**src/rtl/timer_pkg.sv**
```systemverilog
// Shared constants and helpers for the sound-chip timer family (var_timer, fixed_timer).
// The period-to-terminal rule lives here so every timer wraps the same way.
package timer_pkg;

  localparam int unsigned TIMER_WIDTH = 3;

  // Terminal count for a divisor: period-1 taken modulo 2**width, so a
  // divisor of 0 becomes all-ones and divides by 2**width.
  function automatic logic [31:0] period_to_term(input logic [31:0] period,
                                                 input int unsigned width);
    logic [31:0] mask;
    mask = (width >= 32) ? 32'hFFFF_FFFF : ((32'd1 << width) - 32'd1);
    return (period - 32'd1) & mask;
  endfunction

  // True when a counter value has reached or passed its terminal count.
  function automatic logic at_terminal(input logic [31:0] count,
                                       input logic [31:0] term);
    return count >= term;
  endfunction

endpackage

```
**src/rtl/var_timer.sv**
```systemverilog
// Programmable clock-enable divider: one-cycle registered pulse on clkOut
// every `period` clk edges; the divisor may be retuned while running.
module var_timer
  import timer_pkg::*;
#(
  parameter int unsigned WIDTH = TIMER_WIDTH
) (
  input  logic             clk,
  input  logic             rst_n,
  input  logic [WIDTH-1:0] period,
  output logic             clkOut
);

  logic [WIDTH-1:0] i;
  logic [WIDTH-1:0] term;
  logic             wrap;

  assign term = WIDTH'(period_to_term(32'(period), WIDTH));
  // Compare with >= so a live drop of the divisor wraps at once instead of
  // counting on up to the all-ones overflow.
  assign wrap = at_terminal(32'(i), 32'(term));

  always_ff @(posedge clk or negedge rst_n) begin
    if (!rst_n) begin
      i      <= '0;
      clkOut <= 1'b0;
    end else if (wrap) begin
      i      <= '0;
      clkOut <= 1'b1;
    end else begin
      i      <= i + WIDTH'(1);
      clkOut <= 1'b0;
    end
  end

endmodule

```
**config.mk**
```make
export PLATFORM = sky130hd
export DESIGN_NAME = var_timer
export DESIGN_NICKNAME = d
export VERILOG_FILES = /design/src/rtl/timer_pkg.sv /design/src/rtl/var_timer.sv
export SDC_FILE = /design/constraint.sdc
export NUM_CORES = 1
export LEC_CHECK = 0
export CAP_MARGIN = 40
export CORE_AREA = 2 2 39 41
export CTS_BUF_LIST = sky130_fd_sc_hd__clkbuf_4
export CTS_CLUSTER_SIZE = 12
export DETAILED_ROUTE_END_ITERATION = 8
export DIE_AREA = 0 0 41 43
export DONT_BUFFER_PORTS = 1
export GPL_TIMING_DRIVEN = 0
export PLACE_DENSITY = 0.42
export SYNTH_ARGS = -nofsm -noshare
export SYNTH_HDL_FRONTEND = slang
export SYNTH_SLANG_ARGS = --single-unit
export TNS_END_PERCENT = 30
```
**constraint.sdc**
```tcl
create_clock -name clk -period 3.5 [get_ports clk]
set_input_delay 0.7 -clock clk [delete_from_list [all_inputs] [get_ports clk]]
set_output_delay 0.7 -clock clk [all_outputs]
set_load 0.005 [all_outputs]
```
Yosys cells after proc, flatten, opt, wreduce, memory -nomap -nowiden --
Cells that the tools add are included.
Cells by class: muxes and demuxes 2, add/sub/neg operators 2, $lt $le $gt $ge 1
Operator list (count):
- adder 3 x 1 -> 3 bit, second input constant | 1
- >= comparator 3 bit | 1
- 2-to-1 mux 3 bit | 1
- subtractor 3 x 1 -> 3 bit, second input constant | 1
- 2-to-1 mux 1 bit | 1
Storage, ports and cells: word-level logic and storage cells 7, bits in registers 4, input bits 5, output and inout bits 1

Longest topological paths before layout --
depth after elaboration 3, depth in mapped cells 6, mapped depth without buffers 6

Least setup slack after synthesis --
OpenSTA, ideal clock, no wires.
path kind input to register, from input port period[0], to register clkOut, required time 3.380 ns, setup slack 1.595 ns, arrival 1.785 ns, setup time 0.120 ns, stages on the path 6, buffers on the path 0, cell sequence inv_1 ha_1 xnor2_1 ha_1 a21o_1 a31o_2
Between the ends: longest elaborated chain between the ends 3
RTL lines:
- start: declaration | line var_timer.sv:10 | input logic [WIDTH-1:0] period,
- subtractor 3 x 1 -> 3 bit | line timer_pkg.sv:13 | return (period - 32'd1) & mask;
- >= comparator 3 bit | line timer_pkg.sv:19 | return count >= term;
- named net wrap | line var_timer.sv:16 | logic wrap;
- 2-to-1 mux 1 bit | line var_timer.sv:27 | end else if (wrap) begin
- end signal: assignment | line var_timer.sv:26 | clkOut <= 1'b0;
- end signal: assignment | line var_timer.sv:29 | clkOut <= 1'b1;
- end signal: assignment | line var_timer.sv:32 | clkOut <= 1'b0;
- end: declaration | line var_timer.sv:11 | output logic clkOut
The timed path passes the listed nets, and every way through them passes these cells.

Final worst setup path --
from input port period[0], to register i[1]
Between the ends: longest elaborated chain between the ends 3
RTL lines:
- subtractor 3 x 1 -> 3 bit | line timer_pkg.sv:13
- >= comparator 3 bit | line timer_pkg.sv:19
- 2-to-1 mux 3 bit | line var_timer.sv:27
- end signal: assignment | line var_timer.sv:31 | i <= i + WIDTH'(1);
- end: declaration | line var_timer.sv:14 | logic [WIDTH-1:0] i;
No other way between the ends.

==> metrics.log <==
[metrics] result of the run: finished clean
[metrics] Final Setup Violations: 0
[metrics] synthesized area: 244 um2
[metrics] most common library cell in the layout ignoring fill and taps: sky130_fd_sc_hd__ha_1
[metrics] Synth cell types: 8
[metrics] root buffer selected by CTS: sky130_fd_sc_hd__clkbuf_4
[metrics] launch point of the worst reg-to-reg path: i[2]$_DFF_PN0_
[metrics] vias: 152
[metrics] met3 routed WL: 25 um
[metrics] Worst path most repeated cell: sky130_fd_sc_hd__ha_1
[metrics] combined area of the multi-input logic cells: 129 um2
[metrics] highest-delay cell along the critical path: sky130_fd_sc_hd__ha_1
[metrics] via count of the first global-routing pass: 153
[metrics] worst hold path class: input port to asynchronous set/reset pin
[metrics] number of standard cells after synthesis: 21
[metrics] WL final: 378 um
[metrics] Reg clk slew, reported paths: 0.04 ns
[metrics] number of sinks handled by clock tree synthesis: 4
[metrics] maximum buffer depth of the clock tree: 2
[metrics] number of buffers inserted by post-CTS setup repair: 0
[metrics] destination of the worst register-to-register timing path: i[1]$_DFF_PN0_
[metrics] Worst setup SP type: input port
[metrics] WS Path Type: input port to flop
[metrics] area share of fa/ha/maj cells after synthesis: 25.6%
[metrics] RSZ-0062 raised after global routing: no
[metrics] Rows: 14
[metrics] endpoint required time on the critical path: 3.63 ns
[metrics] parity-gate share of the synthesized area counting xor and xnor cells: 7.18%
[metrics] Worst EP arrival: 1.91 ns
[metrics] syn nets: 31
[metrics] global-route wire length before repair: 572 um
[metrics] post-synthesis sequential element count: 4
[metrics] Post-Route M1 WL: 229 um
[metrics] number of warnings issued by yosys: 0
[metrics] total congestion overflow after global routing: 0
[metrics] Simple-Gate Fraction of Synth Area: 2.56%
[metrics] met2 layer wire length in the routed design: 123 um
[metrics] time the worst path needs with I/O delays and setup: 1.79 ns
[metrics] placement-stage worst setup slack: 1.46 ns
[metrics] length in cells of the worst reg-to-reg path: 3
[metrics] setup slack of the worst register-to-register path: 2.13 ns
[metrics] Post-DRT Antenna Nets: 0
[metrics] Final Skew: 0.00367 ns
[metrics] average routed wire per standard cell: 9.45 um
[metrics] number of buffer cells added on primary ports: 0
[metrics] multiplexer share of the synthesized area: 0%
[metrics] DRC violations left: 0
[metrics] largest fanout on the critical path: 5
[metrics] Synth-to-Final Area Change: 17.4%
[metrics] final net count: 36
[metrics] top layer reached by signal wires: met3
[metrics] kind of end point of the critical path: flop
[metrics] antenna violations before repair: 0
[metrics] combinational family with the most area after synthesis: adder cells
[metrics] Finished Core Util: 20.7%
[metrics] total CTS buffers: 3
[metrics] number of hold-slack violations in the final timing report: 0
[metrics] pin count of the biggest net entering global routing: 6
[metrics] area of the die: 1760 um2
[metrics] slew at the pin closest to its max-slew limit: 0.242 ns
[metrics] cell leakage power: 0.000147 uW
[metrics] headroom to the max-slew limit: 83.8%
[metrics] final-layout setup total negative slack: 0 ns
[metrics] count of TritonRoute iterations in the first routing pass: 4
[metrics] # fillers: 143
[metrics] post-detailed-route via-to-cell ratio: 3.80
[metrics] CTS HTree Levels: 1
[metrics] critical path cell sequence: inv_1 -> ha_1 -> xnor2_1 -> ha_1 -> a21o_1 -> a311oi_1
[metrics] worst setup margin: 1.71 ns
[metrics] routability congestion estimate from global placement: 0.639
[metrics] biggest cell delay along the critical path: 0.30 ns
[metrics] mean instance size in the synthesized netlist: 11.6 um2
[metrics] Area after DPL: 264 um2
[metrics] total area of sequential cells: 100 um2
[metrics] peak clock frequency supported by timing: 0.560 GHz
[metrics] Slew Viols, Final: 0
[metrics] top library cells by usage in the layout, fill and taps aside: sky130_fd_sc_hd__ha_1 (5), sky130_fd_sc_hd__inv_1 (4), sky130_fd_sc_hd__dfrtp_1 (4)
[metrics] final instance area: 287 um2
[metrics] Detailed Route Iter0 Violations: 3
[metrics] Compound-Gate Fraction of Synth Area: 17.4%
[metrics] layout cell share with drive strength beyond 1: 16.7%
[metrics] fin crit share: 51.0%
[metrics] max_cap viols: 0
[metrics] height of the chip: 43 um
[metrics] Seq/Total Area, Yosys: 41.0%
[metrics] VDD IR-drop max: 0.257 mV
[metrics] antenna fix cells: 0
[metrics] total global routing track utilization: 5.66%
[metrics] boundary pin count: 6
[metrics] Resized Gates After CTS: 0
[metrics] Clock Latency Late Sink: 0.23 ns
[metrics] Post-CTS Hold Buffers: 0
[metrics] initial core utilization: 17.6%
[metrics] die extent in x: 41 um
[metrics] power per unit of standard cell area: 782 nW/um2
[metrics] clock tree from TritonCTS: built
[metrics] core region area: 1380 um2
-- kinds of logic (layout without fill, tap and decap cells) --
| kind of cell | Yosys count | in the layout |
|---|---|---|
| compound gates | 5 | 5 |
| buf+inv | 4 | 7 |
| flops | 4 | 4 |
| fa+ha+maj | 5 | 5 |
| simple gates | 1 | 1 |
| xor+xnor | 2 | 2 |
-- registers in the layout, indices dropped and copies added (netlist names) --
register / flops
i: 3
clkOut: 1
-- synthesized netlist by cell type --
cell                       number  area share [%]
sky130_fd_sc_hd__dfrtp_1        4              41
sky130_fd_sc_hd__nand2b_1       1             2.6
sky130_fd_sc_hd__a31o_2         1             3.6
sky130_fd_sc_hd__a21o_1         1             3.1
sky130_fd_sc_hd__inv_1          4             6.2
sky130_fd_sc_hd__ha_1           5              26
sky130_fd_sc_hd__a311oi_1       3              11
sky130_fd_sc_hd__xnor2_1        2             7.2
-- per-stage QoR --
| step | instances | total power, uW | hold slack (ns) |
|---|---|---|---|
| after floorplan | 21 | 150 | 0.404 |
| after global placement | 37 | 163 | 0.405 |
| after detailed placement | 37 | 168 | 0.405 |
| after CTS | 40 | 229 | 0.150 |
| after global routing | 40 | 246 | 0.145 |
| final | 40 | 224 | 0.162 |
-- worst max-delay path: cells and delay by family --
family,cells,cell delay [ns]
buffers and inverters,1,0.04
AOI/OAI and AO/OA,2,0.51
adders and majority gates,2,0.50
xor gates and xnor gates,1,0.17
-- metal layers --
layer / up-vias / global-route usage [%]
li1: 82 / -
met1: 64 / 7.87
met2: 6 / 4.06
met3: 0 / 3.66
met4: 0 / 8.00
met5: - / 0
-- power breakdown --
part           switching [uW]  internal [uW]
registers                13.7           67.6
clock network            17.8           38.3
logic                    43.1           43.6
-- final cells by class --
class | instances | area share [%]
Inverter | 4 | 5.24
Sequential cell | 4 | 34.9
Tap cell | 16 | 6.99
Multi-Input combinational cell | 13 | 45.0
Clock buffer | 3 | 7.86
-- how the worst max path moves through the flow --
stage	startpoint	endpoint	slack, ns	cells past startpoint
3_3_place_gp	period[0]	i[2]$_DFF_PN0_	1.51	6
5_1_grt	period[0]	i[1]$_DFF_PN0_	1.61	6
6_report	period[0]	i[1]$_DFF_PN0_	1.71	6
2_1_floorplan	period[0]	clkOut$_DFF_PN0_	1.60	6
4_1_cts	period[0]	i[1]$_DFF_PN0_	1.71	6
3_5_place_dp	period[0]	i[1]$_DFF_PN0_	1.46	6
(Power assumes the default switching activity.)
